`src/rtl/gpio_seq_ctrl.sv`:
```
// gpio_seq_ctrl: arbitrates two command requesters and a periodic edge-capture poll onto a GPIO slave port.
module gpio_seq_ctrl #(
  parameter int POLL_PERIOD = 1000
) (
  input  logic        clk,
  input  logic        reset_n,
  output logic [2:0]  m_address,
  output logic        m_chipselect,
  output logic        m_write_n,
  output logic [31:0] m_writedata,
  input  logic [31:0] m_readdata,
  input  logic        req0_valid,
  input  logic [1:0]  req0_op,
  input  logic [31:0] req0_data,
  output logic        req0_ready,
  output logic        rsp0_valid,
  input  logic        req1_valid,
  input  logic [1:0]  req1_op,
  input  logic [31:0] req1_data,
  output logic        req1_ready,
  output logic        rsp1_valid,
  output logic [31:0] rsp_data,
  input  logic        poll_en,
  output logic        edge_valid,
  output logic [31:0] edge_flags,
  output logic        busy
);
  localparam logic [2:0] IDLE = 3'd0, WR = 3'd1, RD_ADDR = 3'd2, RD_CAP = 3'd3,
                         POLL_RD = 3'd4, POLL_CAP = 3'd5, POLL_CLR = 3'd6;
  localparam logic [15:0] RELOAD = 16'(POLL_PERIOD - 1);
  logic [2:0]  state, state_n;
  logic        who, rr, poll_pending, idle, g_poll, g0, g1;
  logic [1:0]  op_q, req_op;
  logic [31:0] data_q;
  logic [15:0] timer;
  // rr set means req1 holds priority at the next contention
  always_comb begin
    idle   = (state == IDLE) && reset_n;
    g_poll = idle && poll_pending;
    g0     = idle && !poll_pending && req0_valid && (!req1_valid || !rr);
    g1     = idle && !poll_pending && req1_valid && (!req0_valid || rr);
    req_op = g1 ? req1_op : req0_op;
  end
  assign req0_ready = g0;
  assign req1_ready = g1;
  always_comb begin
    state_n = IDLE;
    case (state)
      IDLE:     state_n = g_poll ? POLL_RD : (g0 || g1) ? (req_op == 2'd3 ? RD_ADDR : WR) : IDLE;
      RD_ADDR:  state_n = RD_CAP;
      POLL_RD:  state_n = POLL_CAP;
      POLL_CAP: state_n = (|m_readdata) ? POLL_CLR : IDLE;
      default:  state_n = IDLE;
    endcase
  end
  always_comb begin
    m_chipselect = (state == WR) || (state == RD_ADDR) || (state == POLL_RD) || (state == POLL_CLR);
    m_write_n    = !((state == WR) || (state == POLL_CLR));
    m_address    = (state == WR) ? (op_q == 2'd1 ? 3'd4 : op_q == 2'd2 ? 3'd5 : 3'd0) :
                   ((state == POLL_RD) || (state == POLL_CLR)) ? 3'd3 : 3'd0;
    m_writedata  = (state == WR) ? data_q : (state == POLL_CLR) ? 32'hFFFF_FFFF : 32'd0;
    busy         = state != IDLE;
  end
  always_ff @(posedge clk or negedge reset_n) begin
    if (!reset_n) begin
      state        <= IDLE;
      who          <= 1'b0;
      rr           <= 1'b0;
      op_q         <= 2'd0;
      data_q       <= 32'd0;
      rsp0_valid   <= 1'b0;
      rsp1_valid   <= 1'b0;
      rsp_data     <= 32'd0;
      edge_valid   <= 1'b0;
      edge_flags   <= 32'd0;
      poll_pending <= 1'b0;
      timer        <= RELOAD;
    end else begin
      state <= state_n;
      if (g0 || g1) begin
        who    <= g1;
        rr     <= g0;
        op_q   <= req_op;
        data_q <= g1 ? req1_data : req0_data;
      end
      rsp0_valid <= ((state == WR) || (state == RD_CAP)) && !who;
      rsp1_valid <= ((state == WR) || (state == RD_CAP)) && who;
      if (state == WR) rsp_data <= 32'd0;
      else if (state == RD_CAP) rsp_data <= m_readdata;
      edge_valid <= state == POLL_CLR;
      if (state == POLL_CAP && |m_readdata) edge_flags <= m_readdata;
      // an expiry in the same cycle as the poll grant re-arms the pending flag
      timer        <= (!poll_en || timer == 16'd0) ? RELOAD : timer - 16'd1;
      poll_pending <= !poll_en ? 1'b0 : (timer == 16'd0) ? 1'b1 : g_poll ? 1'b0 : poll_pending;
    end
  end
endmodule
```
`config.mk`:
```
export PLATFORM = sky130hd
export DESIGN_NAME = gpio_seq_ctrl
export DESIGN_NICKNAME = d
export VERILOG_FILES = /design/src/rtl/gpio_seq_ctrl.sv
export SDC_FILE = /design/constraint.sdc
export NUM_CORES = 1
export LEC_CHECK = 0
export CORE_ASPECT_RATIO = 0.75
export CORE_MARGIN = 2
export CORE_UTILIZATION = 45
export DETAILED_ROUTE_END_ITERATION = 16
export PLACE_DENSITY = 0.81
export SLEW_MARGIN = 10
export SYNTH_ARGS = -nofsm -noshare
export SYNTH_HDL_FRONTEND = slang
export SYNTH_SLANG_ARGS = --single-unit
```
`constraint.sdc`:
```
create_clock -name clk -period 4.7 [get_ports clk]
set_input_delay 0.94 -clock clk [delete_from_list [all_inputs] [get_ports clk]]
set_output_delay 0.94 -clock clk [all_outputs]
set_load 0.01 [all_outputs]
```
==> impl_metrics.env, run 1 <==
export IMPL_status="finished, final reports clean"
export IMPL_cpPeakStageDelay_ns=0.65
export IMPL_final_common_cell="clkdlybuf4s50_1"
export IMPL_routed_wl_mm=15.8
export IMPL_crit_arrival_ns=2.88
export IMPL_path_cells="nor2b_1, and2_1, buf_4, a21oi_2, buf_4, nor2_1, clkdlybuf4s50_1"
export IMPL_synth_avg_cell_area_um2=9.89
export IMPL_numCtsBuffers=17
export IMPL_crit_required_ns=3.76
export IMPL_rows=35
export IMPL_place_congestion=0.836
export IMPL_relSlewSlack_pct=34.8
export IMPL_first_iter_violations=216
export IMPL_htreeDepth=4
export IMPL_finalPower_uw=5440
export IMPL_critPathLaunchType="flop"
export IMPL_synth_nets=677
export IMPL_setup_violations=0
export IMPL_power_leakage_uw=0.00371
export IMPL_wl_per_cell_um=16.6
export IMPL_slowest_stage="dfrtp_1"
export IMPL_layout_common_cells="clkdlybuf4s50_1, dfrtp_1, nor2_1, nand2_1, a21oi_1"
export IMPL_final_hold_violation_count=0
export IMPL_vias=4850
export IMPL_cts_sinks=123
export IMPL_die_area_mm2=0.0134
export IMPL_postCtsHoldBufs=0
export IMPL_syn_inst=569
export IMPL_cts_tree="done"
export IMPL_syn_area_mm2=0.00563
export IMPL_cts_resized=0
export IMPL_yosys_warnings=0
export IMPL_fmaxAchievable_ghz=0.262
export IMPL_synthArstFlopShare_pct=100
export IMPL_diodes=0
export IMPL_ys_seq_area_share_pct=54.9
export IMPL_peakVddDrop_v=0.000346
export IMPL_clock_latency_ns=0.41
export IMPL_placed_area_mm2=0.00787
export IMPL_drtAntennaViolNets=0
export IMPL_cp_common_cell="buf_4"
export IMPL_crit_path_end_kind="primary output"
export IMPL_fin_crit_sh_pct=81.3
export IMPL_nNetsFinal=882
export IMPL_grt_max_degree=78
export IMPL_slew_viol_final=0
export IMPL_clkTransAtPathRegs_ns=0.06
export IMPL_port_buffers=211
export IMPL_path_delay_family="buffers and inverters"
export IMPL_syn_to_final_growth_pct=51.1
export IMPL_final_cell_area_mm2=0.00850
export IMPL_cts_root_buf="clkbuf_16"
export IMPL_place_hpwl_mm=11.5
export IMPL_cts_buffer_depth=2
export IMPL_grt_overflow_total=0
export IMPL_synthFlopType="dfrtp_1"
export IMPL_firstDrtPassIters=4
export IMPL_finalCriticalPeriod_ns=3.82
export IMPL_power_density_mw_per_mm2=640
export IMPL_die_y_um=101
export IMPL_path_buf_inv=3
export IMPL_die_x_um=133
export IMPL_setup_tns_ns=0
export IMPL_grt_pass1_wl_mm=25.5
export IMPL_drive_gt1_share_pct=11.7
export IMPL_post_cts_buffers=0
export IMPL_worst_pin_slew_ns=0.978
export IMPL_fin_skew_ns=0.00706
export IMPL_core_area_mm2=0.0123
export IMPL_antenna_found_initial=0
export IMPL_synth_distinct_cells=47
export IMPL_start_util_pct=45.9
export IMPL_io_pins=212
export IMPL_drc=0
export IMPL_first_global_vias=5009
export IMPL_grt_total_usage_pct=24.3
export IMPL_crit_path_max_fanout=34
export IMPL_ys_seq_elements=123
export IMPL_synth_edff_count=0
export IMPL_rsz0062_at_grt="false"
export IMPL_vias_per_cell=5.09
export IMPL_hold_class="reg -> reg"
export IMPL_crit_type="reg -> out"
export IMPL_drv_cap=0
==> registers in the layout (all words and copies together) (netlist names) <==
name          cells
poll_pending      1
timer            16
edge_valid        1
state             3
data_q           32
rr                1
who               1
rsp0_valid        1
rsp_data         32
op_q              2
rsp1_valid        1
edge_flags       32
==> final timing paths <==
check                          from              to  slack [ns]  depth (start not counted)
max in group asynchronous   reset_n    rsp_data[28]        2.65                          3
min in group asynchronous   reset_n    rsp_data[10]        0.65                          2
hold / removal             timer[0]        timer[0]        0.47                          1
setup reg to reg           state[0]      data_q[14]        2.30                          5
hold reg to reg            timer[0]        timer[0]        0.47                          1
setup / recovery           state[2]  m_writedata[1]        0.88                          7
==> area by class of cell <==
class                           instances  area, um2
Fill cell                             882       3760
Sequential cell                       123       3090
Multi-Input combinational cell        405       2380
Timing Repair Buffer                  220       2180
Clock buffer                           17        425
Tap cell                              166        208
Clock inverter                         14        196
Inverter                                7       26.3
==> where the power goes <==
part | leakage, uW | total, uW | internal [uW] | switching (uW)
clock | 0.000284 | 1370 | 886 | 484
sequential | 0.00150 | 1760 | 1490 | 270
combinational | 0.00193 | 2310 | 1240 | 1070
total | 0.00371 | 5440 | 3610 | 1830
==> stage by stage <==
stage	std cells	hold slack, ns	util, %	setup slack, ns
floorplan	569	0.419	-	1.90
global placement	921	0.447	64.2	1.06
detailed placement	921	0.459	64.2	1.01
CTS	952	0.472	69.3	0.884
global route	952	0.492	69.3	0.704
finish	952	0.473	69.3	0.880
==> layer usage <==
layer  GRT usage [%]  up-vias  part of all wire, %
li1                -     2346                    -
met1            30.3     2333                   43
met2            41.0      152                   48
met3            8.20       19                  6.9
met4            6.79        0                  1.6
met5               0        -                    0
==> synthesized netlist by cell type (all sizes together) (2+ instances only) <==
master | instances | area, um2
nand4b | 2 | 17.5
nor2b | 2 | 12.5
or3 | 3 | 18.8
nor4 | 9 | 62.6
xnor2 | 5 | 43.8
nor2 | 112 | 420
nand2 | 76 | 285
dfrtp | 115 | 2880
nor3 | 6 | 46.3
nand3 | 4 | 20.0
and2 | 2 | 12.5
nand4 | 5 | 31.3
ha | 3 | 37.5
a21oi | 43 | 215
buf | 19 | 97.6
nor4b | 2 | 23.8
and3 | 3 | 18.8
dfstp | 8 | 210
inv | 7 | 26.3
xor2 | 5 | 43.8
o21ai | 38 | 190
o21a | 2 | 15.0
mux2i | 34 | 340
mux2 | 33 | 372
nand2b | 2 | 12.5
clkbuf | 15 | 56.3
==> cells by family after synthesis <==
| family | after synthesis | share of synthesized area (%) |
|---|---|---|
| mux | 67 | 12.7 |
| fa+ha+maj | 3 | 0.667 |
| flops | 123 | 54.9 |
| compound gates | 93 | 8.94 |
| buf+inv | 41 | 3.20 |
| simple gates | 232 | 18.1 |
| xor+xnor | 10 | 1.56 |
Power figures use the tool's default switching activity.
==> run 2: changes to the inputs <==
CORE_UTILIZATION = 40   (was 45)
PLACE_DENSITY = 0.77   (was 0.81)
clock period = 3.05 ns   (was 4.7 ns; I/O delays follow)
==> impl_metrics.env, run 2 (synthesis results as in run 1) <==
export IMPL_die_y_um=107
export IMPL_finalCriticalPeriod_ns=2.93
export IMPL_first_global_vias=4804
export IMPL_postCtsHoldBufs=0
export IMPL_crit_arrival_ns=2.32
export IMPL_critPathLaunchType="flop"
export IMPL_relSlewSlack_pct=41.7
export IMPL_grt_overflow_total=0
export IMPL_path_delay_family="buffers and inverters"
export IMPL_placed_area_mm2=0.00792
export IMPL_core_area_mm2=0.0137
export IMPL_peakVddDrop_v=0.000514
export IMPL_cts_sinks=123
export IMPL_wl_per_cell_um=15.7
export IMPL_port_buffers=211
export IMPL_hold_class="in -> async"
export IMPL_status="finished, final reports clean"
export IMPL_drc=0
export IMPL_cts_tree="done"
export IMPL_crit_start="state[1]"
export IMPL_diodes=0
export IMPL_vias=4865
export IMPL_numCtsBuffers=17
export IMPL_fmaxAchievable_ghz=0.341
export IMPL_first_iter_violations=226
export IMPL_grt_total_usage_pct=20.4
export IMPL_fin_crit_sh_pct=96.1
export IMPL_crit_type="reg -> out"
export IMPL_power_density_mw_per_mm2=967
export IMPL_die_area_mm2=0.0150
export IMPL_crit_path_max_fanout=41
export IMPL_crit_required_ns=2.44
export IMPL_vias_per_cell=5.04
export IMPL_rsz0062_at_grt="false"
export IMPL_final_common_cell="clkdlybuf4s50_1"
export IMPL_grt_max_degree=73
export IMPL_slowest_stage="clkdlybuf4s50_1"
export IMPL_drv_cap=0
export IMPL_fin_skew_ns=0.0114
export IMPL_slew_viol_final=0
export IMPL_grtUsageMet2_pct=34.9
export IMPL_firstDrtPassIters=4
export IMPL_start_util_pct=40.9
export IMPL_power_leakage_uw=0.00373
export IMPL_grt_pass1_wl_mm=24.2
export IMPL_largestRegisters="data_q: 32 flops, edge_flags: 32 flops, rsp_data: 32 flops"
export IMPL_die_x_um=141
export IMPL_nNetsFinal=885
export IMPL_place_hpwl_mm=10.9
export IMPL_antenna_found_initial=0
export IMPL_drtAntennaViolNets=0
export IMPL_grt_busiest_layer="met2"
export IMPL_final_cell_area_mm2=0.00852
export IMPL_final_hold_violation_count=0
export IMPL_layout_common_cells="clkdlybuf4s50_1, dfrtp_1, nor2_1, nand2_1, a21oi_1"
export IMPL_setup_violations=0
export IMPL_crit_path_end_kind="primary output"
export IMPL_place_congestion=0.806
export IMPL_rows=37
export IMPL_clock_latency_ns=0.41
export IMPL_grtUsageMet3_pct=7.19
export IMPL_setup_tns_ns=0
export IMPL_cpPeakStageDelay_ns=0.56
export IMPL_htreeDepth=4
export IMPL_io_pins=212
export IMPL_grt_util_met1_pct=24.4
export IMPL_reg2reg_from="state[0]"
export IMPL_clkTransAtPathRegs_ns=0.06
export IMPL_routed_wl_mm=15.2
export IMPL_post_cts_buffers=0
export IMPL_cts_root_buf="clkbuf_16"
export IMPL_path_cells="clkbuf_8, and2_1, a21oi_2, buf_4, nor2_1, clkdlybuf4s50_1"
export IMPL_path_buf_inv=3
export IMPL_syn_to_final_growth_pct=51.4
export IMPL_worst_pin_slew_ns=0.875
export IMPL_cts_buffer_depth=2
export IMPL_drive_gt1_share_pct=12.3
[run 2: changes by cell type in the layout (fill, tap and decap cells not counted), sizes merged]
cell	change
bufinv	-2
clkinvlp	-2
buf	+2
clkinv	+2
inv	-1
clkdlybuf4s50	-1
clkbuf	+5
dlygate4sd2	+1
[run 2: area by class of cell]
type | instances | area, um2
Inverter | 7 | 26.3
Clock buffer | 21 | 460
Clock inverter | 11 | 119
Timing Repair Buffer | 223 | 2220
Tap cell | 175 | 219
Fill cell | 1091 | 5230
Sequential cell | 123 | 3090
Multi-Input combinational cell | 405 | 2380
[run 2: metal layers]
| layer | vias up | wire length [um] |
|---|---|---|
| met1 | 2343 | 6390 |
| li1 | 2347 | - |
| met3 | 15 | 1100 |
| met4 | 0 | 201 |
| met5 | - | 0 |
| met2 | 160 | 7480 |
[run 2: path summary, 6_finish.rpt]
path                                   endpoint  slack (ns)  cells past startpoint
worst min-delay path               rsp_data[25]        0.33                      2
min in group clk                       timer[0]        0.46                      1
max in group asynchronous             data_q[7]        1.38                      3
worst max-delay path            m_writedata[20]        0.12                      6
worst max register to register        data_q[8]        0.91                      5
worst min register to register         timer[0]        0.46                      1
[run 2: metrics by stage]
stage          util [%]  setup slack (ns)  hold slack, ns  total power, uW  std cells
4_1_cts            61.9            0.0445           0.356             8300        965
2_1_floorplan         -             0.830           0.314             4380        569
5_1_grt            62.0           0.00342           0.394             8740        965
6_report           62.0             0.118           0.334             8240        965
3_3_place_gp       57.6             0.260           0.446             6170        933
3_5_place_dp       57.6             0.225           0.450             6300        933
[run 2: what timing repair did]
| item | 4_1_cts | 5_1_grt |
|---|---|---|
| endpoints found under the setup margin | 32 | 32 |
| gates cloned | 0 | 0 |
| gates resized for setup | 4 | 5 |
| endpoints found under the hold margin | 0 | 0 |
[run 2: power breakdown]
part           switching (uW)  leakage, uW  internal, uW
logic                    1650      0.00196          1950
clock network             713     0.000275          1240
registers                 387      0.00150          2300
==> run 3: changes to the inputs <==
REMOVE_ABC_BUFFERS = 1   (was not set)
==> impl_metrics.env, run 3 (synthesis results as in run 1) <==
export IMPL_vias_per_cell=5.17
export IMPL_htreeDepth=4
export IMPL_vias=4993
export IMPL_switching_power_uw=2800
export IMPL_crit_path_max_fanout=7
export IMPL_hold_class="in -> async"
export IMPL_grt_max_degree=82
export IMPL_status="finished, final reports clean"
export IMPL_placed_area_mm2=0.00797
export IMPL_nNetsFinal=887
export IMPL_setup_tns_ns=0
export IMPL_wl_per_cell_um=16.5
export IMPL_routed_wl_mm=16.0
export IMPL_grt_total_usage_pct=21.5
export IMPL_fin_ws_ns=0.0852
export IMPL_crit_arrival_ns=2.35
export IMPL_port_buffers=211
export IMPL_place_hpwl_mm=11.5
export IMPL_rows=37
export IMPL_critPathLaunchType="flop"
export IMPL_largestRegisters="data_q: 32 flops, edge_flags: 32 flops, rsp_data: 32 flops"
export IMPL_die_y_um=107
export IMPL_syn_to_final_growth_pct=51.4
export IMPL_cts_buffer_depth=2
export IMPL_drtAntennaViolNets=0
export IMPL_io_pins=212
export IMPL_fin_util_pct=61.9
export IMPL_first_global_vias=5069
export IMPL_pre_cts_ws_ns=0.190
export IMPL_place_congestion=0.823
export IMPL_power_leakage_uw=0.00372
export IMPL_intPower_uw=5410
export IMPL_grt_pass1_wl_mm=25.6
export IMPL_numCtsBuffers=17
export IMPL_power_density_mw_per_mm2=963
export IMPL_fin_skew_ns=0.00754
export IMPL_cts_tree="done"
export IMPL_firstDrtPassIters=5
export IMPL_die_x_um=141
export IMPL_die_area_mm2=0.0150
export IMPL_first_iter_violations=280
export IMPL_fin_crit_sh_pct=97.2
export IMPL_combPwrFrac_pct=45.3
export IMPL_final_common_cell="clkdlybuf4s50_1"
export IMPL_slew_viol_final=0
export IMPL_cts_root_buf="clkbuf_16"
export IMPL_final_hold_violation_count=0
export IMPL_antenna_found_initial=0
export IMPL_switching_share_pct=34.1
export IMPL_postCtsHoldBufs=0
export IMPL_crit_required_ns=2.44
export IMPL_p_clk_share_pct=22.1
export IMPL_final_cell_area_mm2=0.00852
export IMPL_relSlewSlack_pct=34.0
export IMPL_start_util_pct=40.9
export IMPL_finalCriticalPeriod_ns=2.96
export IMPL_crit_type="reg -> out"
export IMPL_peakVddDrop_v=0.000453
export IMPL_layout_common_cells="clkdlybuf4s50_1, dfrtp_1, nor2_1, nand2_1, a21oi_1"
export IMPL_grt_overflow_total=0
export IMPL_rsz0062_at_grt="false"
export IMPL_cts_sinks=123
export IMPL_drive_gt1_share_pct=12.3
export IMPL_setup_violations=0
export IMPL_diodes=0
export IMPL_post_cts_buffers=0
export IMPL_drv_cap=0
export IMPL_clock_latency_ns=0.41
export IMPL_worst_pin_slew_ns=0.989
export IMPL_crit_path_end_kind="primary output"
export IMPL_fmaxAchievable_ghz=0.337
export IMPL_core_area_mm2=0.0137
export IMPL_clkTransAtPathRegs_ns=0.06
export IMPL_seq_power_share_pct=32.5
export IMPL_drc=0
==> run 3: layer usage <==
| layer | GRT usage, % | vias up | part of all wire, % |
|---|---|---|---|
| met2 | 34.3 | 175 | 49 |
| met5 | 0 | - | 0 |
| li1 | - | 2350 | - |
| met1 | 28.4 | 2447 | 44 |
| met4 | 8.14 | 0 | 1.8 |
| met3 | 5.72 | 21 | 5.4 |
==> run 3: cell type report <==
class / instances / area, um2
clock buffers: 19 / 433
fillers: 1091 / 5230
flip-flops and latches: 123 / 3090
multi-input cells: 405 / 2380
repair buffers: 225 / 2270
inverters: 7 / 26.3
well taps: 175 / 219
clock inverters: 11 / 100
==> run 3: worst max-delay path, cell delays in order (launching register included) <==
cell and delay [ns]:
dfrtp_2 0.45, or4b_4 0.54, nor2_2 0.16, nand2_1 0.10, a21oi_1 0.14, clkdlybuf4s50_1 0.57
==> run 3: worst paths after layout <==
kind | depth (start not counted) | slack [ns] | endpoint | startpoint
max | 5 | 0.09 | req0_ready | state[2]
min | 2 | 0.34 | data_q[18] | reset_n
max reg2reg | 6 | 0.88 | state[0] | state[1]
min reg2reg | 1 | 0.47 | timer[0] | timer[0]
max in group asynchronous | 3 | 1.27 | state[2] | reset_n
min in group clk | 1 | 0.47 | timer[0] | timer[0]
==> run 3: metrics by stage <==
step / cells / total power, uW / hold WS (ns)
after floorplan: 535 / 4300 / 0.314
after global placement: 935 / 6280 / 0.446
after detailed placement: 935 / 6400 / 0.455
after CTS: 965 / 8270 / 0.335
after global routing: 965 / 8710 / 0.373
final: 965 / 8200 / 0.335
==> run 3: timing repair <==
item | 4_1_cts | 5_1_grt
resized for setup | 1 | 4
pin swaps | 0 | 0
setup endpoints to repair | 2 | 33
==> run 3: power by group through the flow <==
stage               Sequential [uW]  Clock, uW  Combinational [uW]
floorplan                      2860          0                1450
global placement               2640          0                3640
global route                   2750       1930                4030
CTS                            2670       1860                3750
finish                         2670       1820                3720
detailed placement             2690          0                3720
